**config.mk**
```make
export PLATFORM = sky130hd
export DESIGN_NAME = approx_err_acc
export DESIGN_NICKNAME = d
export VERILOG_FILES = /design/src/rtl/approx_err_acc.sv
export SDC_FILE = /design/constraint.sdc
export NUM_CORES = 1
export LEC_CHECK = 0
export CORE_MARGIN = 2
export CORE_UTILIZATION = 45
export DETAILED_ROUTE_END_ITERATION = 10
export GPL_TIMING_DRIVEN = 1
export PLACE_DENSITY = 0.62
export SLEW_MARGIN = 20
export SYNTH_ARGS = -nofsm -noshare
export SYNTH_HDL_FRONTEND = slang
export SYNTH_SLANG_ARGS = --single-unit
```
**constraint.sdc**
```tcl
create_clock -name clk -period 10.3 [get_ports clk]
set_input_delay 1.03 -clock clk [delete_from_list [all_inputs] [get_ports clk]]
set_output_delay 1.03 -clock clk [all_outputs]
set_load 0.01 [all_outputs]
```
**src/rtl/approx_err_acc.sv**
```systemverilog
// Error-metric accumulator for approximate 8x8 multipliers: sums, maxes and counts
// the error distance |approx - a*b| over a run of N_SAMPLES accepted samples.
module approx_err_acc #(
  parameter int N_SAMPLES = 65536,
  parameter int CNT_W     = 17,
  parameter int SUM_W     = 32
) (
  input  logic             clk,
  input  logic             rst,
  input  logic             start,
  input  logic             in_valid,
  output logic             in_ready,
  input  logic [7:0]       a,
  input  logic [7:0]       b,
  input  logic [15:0]      prod_approx,
  output logic [SUM_W-1:0] sum_ed,
  output logic [15:0]      max_ed,
  output logic [CNT_W-1:0] err_cnt,
  output logic             busy,
  output logic             done
);

  typedef enum logic [1:0] {IDLE, RUN, DRAIN, DONE} state_t;

  localparam logic [CNT_W-1:0] LAST_IDX = CNT_W'(N_SAMPLES - 1);

  state_t           r_state;
  logic [CNT_W-1:0] r_cnt;
  logic             r_busy;
  logic             r_done;

  logic             r_s1_valid;
  logic [7:0]       r_s1_a;
  logic [7:0]       r_s1_b;
  logic [15:0]      r_s1_prod;
  logic             r_s2_valid;
  logic [15:0]      r_s2_ed;

  logic [SUM_W-1:0] r_sum;
  logic [15:0]      r_max;
  logic [CNT_W-1:0] r_err;

  logic             w_accept;
  logic             w_start_run;
  logic [15:0]      w_exact;
  logic [15:0]      w_ed;
  logic [SUM_W:0]   w_sum_ext;

  assign in_ready    = (r_state == RUN);
  assign w_accept    = in_valid && in_ready;
  assign w_start_run = start && ((r_state == IDLE) || (r_state == DONE));

  // Magnitude of the 17-bit signed difference, taken by ordering the operands.
  assign w_exact = 16'(r_s1_a) * 16'(r_s1_b);
  assign w_ed    = (r_s1_prod >= w_exact) ? (r_s1_prod - w_exact) : (w_exact - r_s1_prod);

  // One spare bit catches the carry-out that triggers saturation.
  assign w_sum_ext = {1'b0, r_sum} + {{(SUM_W-15){1'b0}}, r_s2_ed};

  always_ff @(posedge clk) begin
    if (rst) begin
      r_state <= IDLE;
      r_cnt   <= '0;
      r_busy  <= 1'b0;
      r_done  <= 1'b0;
    end else begin
      case (r_state)
        IDLE, DONE: begin
          if (w_start_run) begin
            r_state <= RUN;
            r_cnt   <= '0;
            r_busy  <= 1'b1;
            r_done  <= 1'b0;
          end
        end
        RUN: begin
          if (w_accept) begin
            r_cnt <= r_cnt + 1'b1;
            if (r_cnt == LAST_IDX) begin
              r_state <= DRAIN;
            end
          end
        end
        DRAIN: begin
          if (!r_s1_valid && !r_s2_valid) begin
            r_state <= DONE;
            r_busy  <= 1'b0;
            r_done  <= 1'b1;
          end
        end
        default: r_state <= IDLE;
      endcase
    end
  end

  always_ff @(posedge clk) begin
    if (rst) begin
      r_s1_valid <= 1'b0;
      r_s1_a     <= '0;
      r_s1_b     <= '0;
      r_s1_prod  <= '0;
      r_s2_valid <= 1'b0;
      r_s2_ed    <= '0;
    end else begin
      r_s1_valid <= w_accept;
      if (w_accept) begin
        r_s1_a    <= a;
        r_s1_b    <= b;
        r_s1_prod <= prod_approx;
      end
      r_s2_valid <= r_s1_valid;
      if (r_s1_valid) begin
        r_s2_ed <= w_ed;
      end
    end
  end

  // The pipeline is always empty in IDLE/DONE, so a start-clear never races an update.
  always_ff @(posedge clk) begin
    if (rst) begin
      r_sum <= '0;
      r_max <= '0;
      r_err <= '0;
    end else if (w_start_run) begin
      r_sum <= '0;
      r_max <= '0;
      r_err <= '0;
    end else if (r_s2_valid) begin
      r_sum <= w_sum_ext[SUM_W] ? '1 : w_sum_ext[SUM_W-1:0];
      if (r_s2_ed > r_max) begin
        r_max <= r_s2_ed;
      end
      if (r_s2_ed != 16'd0) begin
        r_err <= r_err + 1'b1;
      end
    end
  end

  assign sum_ed  = r_sum;
  assign max_ed  = r_max;
  assign err_cnt = r_err;
  assign busy    = r_busy;
  assign done    = r_done;

endmodule

```
# [After elaboration in Yosys (flattened, before gate mapping)]
# Cells that the tools add are included.
[classes] n_eq_ne=8 shifts=0 n_div=0 n_mul=1 n_addsub=5 n_bitwise=0 mux=16 n_lt_le_gt_ge=2 n_reduce_logical=17
[ops] operator="$add 17x1->17 const B" n=2
[ops] operator="$mux 17" n=2
[ops] operator="$pmux 17 s2" n=1
[ops] operator="$add 32x16->33" n=1
[ops] operator="$mux 32" n=1
[ops] operator="$sub 16x16->16" n=2
[ops] operator="$eq 17x16->1 const B" n=1
[ops] operator="$ge 16x16->1" n=1
[ops] operator="$gt 16x16->1" n=1
[ops] operator="$mul 8x8->16" n=1
[ops] operator="$mux 16" n=1
[ops] operator="$reduce_bool 16->1" n=1
[ops] operator="$mux 2" n=4
[ops] operator="$pmux 2 s3" n=1
[ops] operator="$reduce_and 3->1" n=2
[ops] operator="$eq 2x2->1 const B" n=2
[ops] operator="$mux 1" n=4
[ops] operator="$ne 2x1->1 const B" n=2
[ops] operator="$ne 2x2->1 const B" n=2
[ops] operator="$pmux 1 s2" n=2
[ops] operator="$reduce_and 2->1" n=2
[ops] operator="$reduce_and 4->1" n=1
[ops] operator="$reduce_bool 2->1" n=2
[ops] operator="$reduce_or 2->1" n=2
[ops] operator="other kinds (5)" n=8
[totals] memories=0 ram_bits=0 in_bits=36 latchBits=0 output_inout_bits=68 wordCells=62 register_bits=136 mem_bits_ro=0

# [Longest topological paths before layout]
# Gate-level depths: netlist (run 1).
[logic_depth] depth_word=5 ltp_mapped=30 depth_no_buf=27

# [Least setup slack after synthesis (run 1)]
# Ideal clock, no wire load.
[synth_timing] path_type="reg-to-reg" startpoint="reg r_s1_a[0]" endpoint="reg r_s2_ed[10]" setup_time_ps=127 synth_period_minus_slack_ps=6247 t_arrival_ps=6120 path_slack_ps=4053 path_buffers=1 stages_incl_launch_ff=28 required_time_ps=10173 path_cell_list="dfxtp_1 -> nand2_1 -> fa_1 -> fa_1 -> inv_1 -> fa_1 -> inv_1 -> fa_1 -> inv_1 -> ha_1 -> inv_1 -> o21bai_1 -> a211o_1 -> a31oi_1 -> nor2b_1 -> o21ai_1 -> nor2b_1 -> xnor2_1 -> ha_1 -> a21o_1 -> a21oi_1 -> nand2b_1 -> o31a_1 -> buf_6 -> mux2_4 -> o221ai_2 -> nor3_1 -> or3_1"
[synth_via] elab_chain_len=3 elab_cells_between_ends=5 classes_between="add/sub: 2; mul: 1; order compare: 1; mux: 1"
[synth_lines] item="from (decl)" line_no="33" rtl="logic [7:0] r_s1_a;"
[synth_lines] item="from (signal assigned)" line_no="99" rtl="r_s1_a <= '0;"
[synth_lines] item="from (signal assigned)" line_no="107" rtl="r_s1_a <= a;"
[synth_lines] item="$mul 8x8->16 (*)" line_no="54" rtl="assign w_exact = 16'(r_s1_a) * 16'(r_s1_b);"
[synth_lines] item="$sub 16x16->16 or $ge 16x16->1 (tied branches)" line_no="55" rtl="assign w_ed = (r_s1_prod >= w_exact) ? (r_s1_prod - w_exact) : (w_exact - r_s1_prod);"
[synth_lines] item="$mux 16 (*)" line_no="55"
[synth_lines] item="to (signal assigned)" line_no="113" rtl="r_s2_ed <= w_ed;"
[synth_lines] item="to (decl)" line_no="37" rtl="logic [15:0] r_s2_ed;"
# Every way passes the cells marked *; elsewhere a longest branch is shown, timed or not.
# A chain may end at the register's enable or synchronous reset.

# [Final worst setup path (run 1)]
[layout_timing] startpoint="reg r_s1_a[1]" endpoint="reg r_s2_ed[12]"
# The elaborated chain is that of the path after synthesis.

==> summary.txt, run 1 <==
Setup path
  • CP Class: reg2reg
  • WP data required: 10.61 ns
  • Slowest library cell on the worst path: fa_1
  • Worst Path Buf+Inv: 3
  • Setup crit end kind: flip-flop
  • Worst-path maximum fanout: 24
  • Crit start category: flip-flop
  • CP arrival: 7.17 ns
  • Worst path max stage delay: 0.56 ns
  • Top cell by count, worst path: fa_1
  • Top delay family on crit path: adder cells

Place
  • HPWL after DPL: 17.4 mm
  • # port buffers: 103
  • Placer Congestion: 0.903
  • Pre-CTS setup slack: 3.47 ns

Finish
  • Fin nets: 1468
  • Area growth syn-to-layout: 18.3%
  • Diode count: 0
  • Fraction of layout cells with a size suffix above 1: 4.38%

Route
  • DRT Wirelength: 23.3 mm
  • Via density: 5.39
  • DRC violations left: 0
  • Initial drt markers: 412
  • Drt first pass iters: 8
  • Vias: 8521
  • WL/cell: 14.7 um
  • Detail Route Antenna Nets: 0

GRT
  • Remaining global-route overflow: 0
  • Number of global-route vias before repair: 8026
  • Largest net degree at the start of global routing: 69
  • GRT Total Usage: 19.9%
  • First-pass GRT wire length: 38.7 mm
  • Initial antenna violation count: 0

Timing
  • Max-slew violations: 0
  • FMAX: 146 MHz
  • Fin. Hold Viols: 0
  • Fin crit period: 6.86 ns
  • Endpoints failing setup: 0
  • Worst slew pin tran: 0.772 ns
  • Clock Skews: 0.0144 ns
  • Setup ws final: 3.44 ns
  • Worst relative slew slack: 47.9%
  • Final period util: 66.6%
  • RSZ-0062 raised after global routing: false
  • Fin Setup TNS: 0 ns

Worst hold path
  • Worst min path class: reg2reg

Synthesis
  • Post-synth ARST share: 0%
  • Synth unique cells: 56
  • EDFF count, synth: 0
  • Most frequent cell after synthesis: dfxtp_1
  • Synth Flop Type: dfxtp_1
  • Post-synth top area share: 27.3%
  • Cell count after synthesis: 1207
  • Commonest cells post-synth: dfxtp_1, inv_1, a21oi_1, nand2_1, ha_1
  • Yosys top cell by area: dfxtp_1
  • Leading cell types by total area after synthesis: dfxtp_1, ha_1, fa_1
  • Syn_nets: 1387
  • Post-synthesis cell area: 0.00998 mm2
  • Post-synthesis sequential area ratio: 27.3%
  • Yosys reg bits: 136
  • Synth Area per Inst: 8.27 um2
  • Ys Warns: 0

Clock tree
  • Clock-pin slew on the worst setup and hold paths: 0.07 ns
  • Max Buffers Root-to-Sink: 2
  • Clock H-tree levels: 4
  • # Post-CTS Setup Buffers: 0
  • Root Driver: clkbuf_16
  • Clk sinks: 136
  • CTS hold repair buffers: 0
  • Post-CTS sizing: 0
  • CTS tree: built
  • CTS Buf Count: 17
  • Clock Latency Late Sink: 0.43 ns

Floorplanning
  • Die width: 153 um
  • Ports: 104
  • Die height: 153 um
  • Starting Density: 45.7%
  • # rows: 54
  • Die Area: 0.0234 mm2
  • Placeable Area: 0.0218 mm2

Job
  • Number of max-cap violations: 0

Pwr
  • Leakage: 5.01 nW
  • Pwr dens: 169 mW/mm2
  • Peak VDD IR: 0.123 mV

Run status
  • Status: finished, final reports clean
==> registers in the layout, summed over array words and instances, names as in the netlist <==
| name | flops |
|---|---|
| busy | 1 |
| r_s1_prod | 16 |
| r_s1_a | 8 |
| sum_ed | 32 |
| err_cnt | 17 |
| r_cnt | 17 |
| max_ed | 16 |
| done | 1 |
| r_s2_ed | 16 |
| r_s2_valid | 1 |
| r_s1_b | 8 |
| r_state | 2 |
| r_s1_valid | 1 |
==> through the flow <==
stage / cells / instance area, um2 / hold WS [ns] / utilization [%] / power [W]
after global placement: 1549 / 11200 / 0.441 / 51.4 / 0.00139
after floorplan: 1207 / 9980 / 0.432 / - / 0.00122
after global routing: 1581 / 11800 / 0.484 / 54.1 / 0.00213
after CTS: 1581 / 11800 / 0.459 / 54.0 / 0.00201
after detailed placement: 1549 / 11200 / 0.449 / 51.4 / 0.00139
final: 1581 / 11800 / 0.455 / 54.1 / 0.00200
==> cell type report <==
| cell class | count | area, um2 |
|---|---|---|
| Multi-Input combinational cell | 906 | 6630 |
| Sequential cell | 136 | 2720 |
| Clock inverter | 15 | 155 |
| Timing Repair Buffer | 110 | 1080 |
| Fill cell | 2126 | 10000 |
| Inverter | 117 | 439 |
| Tap cell | 280 | 350 |
| Clock buffer | 17 | 425 |
==> final timing paths <==
check	from	to	slack [ns]	cells after the start
setup / recovery	r_s1_a[1]	r_s2_ed[12]	3.44	26
hold / removal	r_cnt[16]	r_cnt[16]	0.45	2
setup reg to reg	r_s1_a[1]	r_s2_ed[12]	3.44	26
hold reg to reg	r_cnt[16]	r_cnt[16]	0.45	2
==> where the power goes <==
| group | internal [W] | switching (W) |
|---|---|---|
| sequential | 0.000564 | 0.0000570 |
| clock | 0.000342 | 0.000269 |
| combinational | 0.000316 | 0.000449 |
| total | 0.00122 | 0.000774 |
==> worst register-to-register path, stage by stage, from the launching register on <==
cell and delay (ns):
dfxtp_1 0.39, and2_1 0.22, fa_1 0.46, fa_1 0.54, inv_1 0.05, fa_1 0.47, fa_1 0.56, inv_1 0.05
ha_1 0.32, a21oi_1 0.23, o21bai_1 0.12, a211o_1 0.30, a31oi_1 0.25, nor2b_1 0.09, o21ai_1 0.17, nor2b_1 0.24
xnor2_1 0.15, ha_1 0.31, a21o_1 0.18, a21oi_1 0.18, nand2b_1 0.07, o31a_1 0.23, buf_4 0.23, mux2_4 0.35
o21ai_1 0.16, nor3_1 0.06, or3_1 0.35
==> logic make-up after synthesis <==
logic type               share of synthesized area, %
XOR/XNOR                                         6.14
adder cells (fa/ha/maj)                          21.0
flip-flops                                       27.3
multiplexers                                     1.81
AO/OA/AOI/OAI                                    17.6
AND/OR/NAND/NOR                                  19.7
buffers and inverters                            6.51
==> cells in the final DEF, fill, tap and decap left out, types with 14 or more instances in the layout <==
cell             instances
xor2_1                  37
a21o_1                  26
xnor2_1                 33
mux2i_1                 14
clkbuf_16               17
and2_1                  61
o31ai_1                 17
and3_1                  14
nor2_1                  80
a21oi_1                110
nand3_1                 43
inv_1                  115
o21ai_1                 21
a211oi_1                15
nand4_1                 15
ha_1                   105
fa_1                    39
clkdlybuf4s50_1        102
o21ai_0                 33
nand2_1                110
dfxtp_1                136
nor3_1                  14
==> metal layers <==
metal | wire (um) | GRT usage (%)
met1 | 11200 | 26.6
met2 | 10700 | 32.1
met3 | 872 | 3.83
met4 | 513 | 7.01
met5 | 0 | 0
Note: power is estimated with default switching activity, not from simulation.
==> run 2: changes to the inputs <==
clock period = 7 ns   (was 10.3 ns; I/O delays follow)
==> run 2 against run 1 <==
  * Global-route usage rose by 0.12 points
  * Combinational power rose by 49%
  * Worst setup slack got worse by 3.0 ns
  * Maximum frequency rose by 4.9%
  * Register-to-register slack got worse by 3.0 ns
  * Routed wire length fell by 1.6%
  * Flip-flop and latch count did not move
  * Final cell count barely moved
==> summary.txt, run 2 (same netlist as run 1, synthesis figures left out) <==
Run status
  • Status: finished, final reports clean

Finish
  • Fin nets: 1470
  • Diode count: 0
  • Fraction of layout cells with a size suffix above 1: 5.45%
  • Final instance area: 0.0119 mm2
  • Final Non-Filler Cells: 1582
  • Commonest cells after routing, fill and taps aside: dfxtp_1, inv_1, nand2_1, a21oi_1, ha_1
  • Area growth syn-to-layout: 18.8%
  • Most common cell after layout, fill and taps aside: dfxtp_1
  • Largest register FFs: 32
  • Filler Cells Inserted: 2082

GRT
  • Remaining global-route overflow: 0
  • Number of global-route vias before repair: 8052
  • Largest net degree at the start of global routing: 69
  • Initial antenna violation count: 0
  • GR Layer Usage met3: 3.18%
  • GRT met2 Usage: 32.8%
  • First-pass GRT wire length: 39.0 mm
  • Met1 Use GR: 27.0%
  • Busiest grt layer: met2
  • GRT Total Usage: 20.0%

Clock tree
  • Clock H-tree levels: 4
  • Clk sinks: 136
  • # Post-CTS Setup Buffers: 0
  • CTS Buf Count: 17
  • CTS tree: built
  • Post-CTS sizing: 0
  • Clock Latency Late Sink: 0.43 ns
  • Max Buffers Root-to-Sink: 2
  • Clock-pin slew on the worst setup and hold paths: 0.06 ns
  • CTS hold repair buffers: 0
  • Root Driver: clkbuf_16

Pwr
  • Clk network pwr share: 30.5%
  • Seq pwr share: 31.1%
  • Pwr dens: 250 mW/mm2
  • Leakage: 5.04 nW
  • Sw frac: 37.5%
  • Comb pwr share: 38.4%
  • Peak VDD IR: 0.218 mV
  • P_int: 0.00185 W
  • Sw Pwr: 0.00111 W

Setup path
  • Setup crit end kind: flip-flop
  • Critical Path Start: r_s1_a[1]
  • RR Endpoint: r_s2_ed[14]
  • Crit start category: flip-flop
  • Reg2reg setup slack: 0.45 ns
  • Worst-path maximum fanout: 17
  • Critical path endpoint: r_s2_ed[14]
  • CP Class: reg2reg
  • WP data required: 7.28 ns
  • Worst R2R Path Depth: 26
  • FF-to-FF Start: r_s1_a[1]
  • CP arrival: 6.83 ns

Floorplanning
  • Placeable Area: 0.0218 mm2
  • Die height: 153 um
  • Starting Density: 45.7%
  • # rows: 54
  • Die Area: 0.0234 mm2
  • Die width: 153 um
  • Ports: 104

Route
  • Vias: 8451
  • Initial drt markers: 395
  • DRT Wirelength: 22.9 mm
  • WL/cell: 14.5 um
  • Via density: 5.34
  • Detail Route Antenna Nets: 0
  • DRC violations left: 0
  • Drt first pass iters: 5

Timing
  • Fin Setup TNS: 0 ns
  • Endpoints failing setup: 0
  • FMAX: 153 MHz
  • Worst slew pin tran: 0.780 ns
  • RSZ-0062 raised after global routing: false
  • Max-slew violations: 0
  • Clock Skews: 0.0121 ns
  • Worst relative slew slack: 48.0%
  • Final period util: 93.5%
  • Fin. Hold Viols: 0
  • Final hold slack: 0.455 ns
  • Fin crit period: 6.55 ns

Job
  • Number of max-cap violations: 0

Place
  • # port buffers: 103
  • Post-Place Cells: 1551
  • HPWL after DPL: 17.4 mm
  • Placer Congestion: 0.933
  • Placed Instance Area: 0.0112 mm2

Worst hold path
  • Worst min path class: reg2reg
run 2: routing by layer:
metal	part of all wire, %	vias to the layer above
li1	-	4306
met1	48	3963
met2	46	151
met3	3.6	31
met4	1.8	0
met5	0	-
run 2: worst min path at each step:
stage | from | end | slack [ns] | cells after the start
floorplan | r_cnt[16] | r_cnt[16] | 0.43 | 2
global placement | r_cnt[16] | r_cnt[16] | 0.44 | 2
detailed placement | r_cnt[16] | r_cnt[16] | 0.45 | 2
CTS | r_cnt[16] | r_cnt[16] | 0.46 | 2
global route | r_cnt[16] | r_cnt[16] | 0.48 | 2
finish | r_cnt[16] | r_cnt[16] | 0.45 | 2
run 2: per-stage QoR:
stage               power (W)  worst slack (ns)  util (%)
floorplan             0.00180             0.753         -
global placement      0.00205             0.330      51.4
detailed placement    0.00205             0.136      51.4
CTS                   0.00297            0.0993      54.1
global route          0.00316           0.00208      54.3
finish                0.00296             0.454      54.3
run 2: power by group through the flow:
stage	clock network, W	registers, W	logic [W]
2_1_floorplan	0	0.000898	0.000904
5_1_grt	0.000963	0.000933	0.00126
3_3_place_gp	0	0.000934	0.00111
3_5_place_dp	0	0.000936	0.00112
4_1_cts	0.000928	0.000919	0.00112
6_report	0.000903	0.000921	0.00114
run 2: final cells by class:
class	count	area, um2	area share, %
timing repair buffer	112	1090	9.22
tap	280	350	2.96
clock buffer	21	460	3.88
inverter	117	439	3.70
clock inverter	10	119	1.00
multi-input combinational	906	6660	56.1
sequential	136	2740	23.1
run 2: critical path, stage by stage (launching register included):
cell      delay [ns]
dfxtp_2         0.36
and2_1          0.19
fa_1            0.46
fa_1            0.54
inv_1           0.05
fa_1            0.46
fa_1            0.54
inv_1           0.04
ha_1            0.34
a21oi_2         0.18
o21bai_1        0.11
a211o_1         0.32
a31oi_2         0.22
nor2b_1         0.07
o21ai_1         0.16
nor2b_4         0.19
xnor2_1         0.12
ha_1            0.30
a21o_1          0.18
a21oi_1         0.17
nand2b_1        0.10
o31a_4          0.34
buf_4           0.23
mux2i_1         0.13
o21ai_0         0.24
mux2i_1         0.22
o311ai_1        0.11
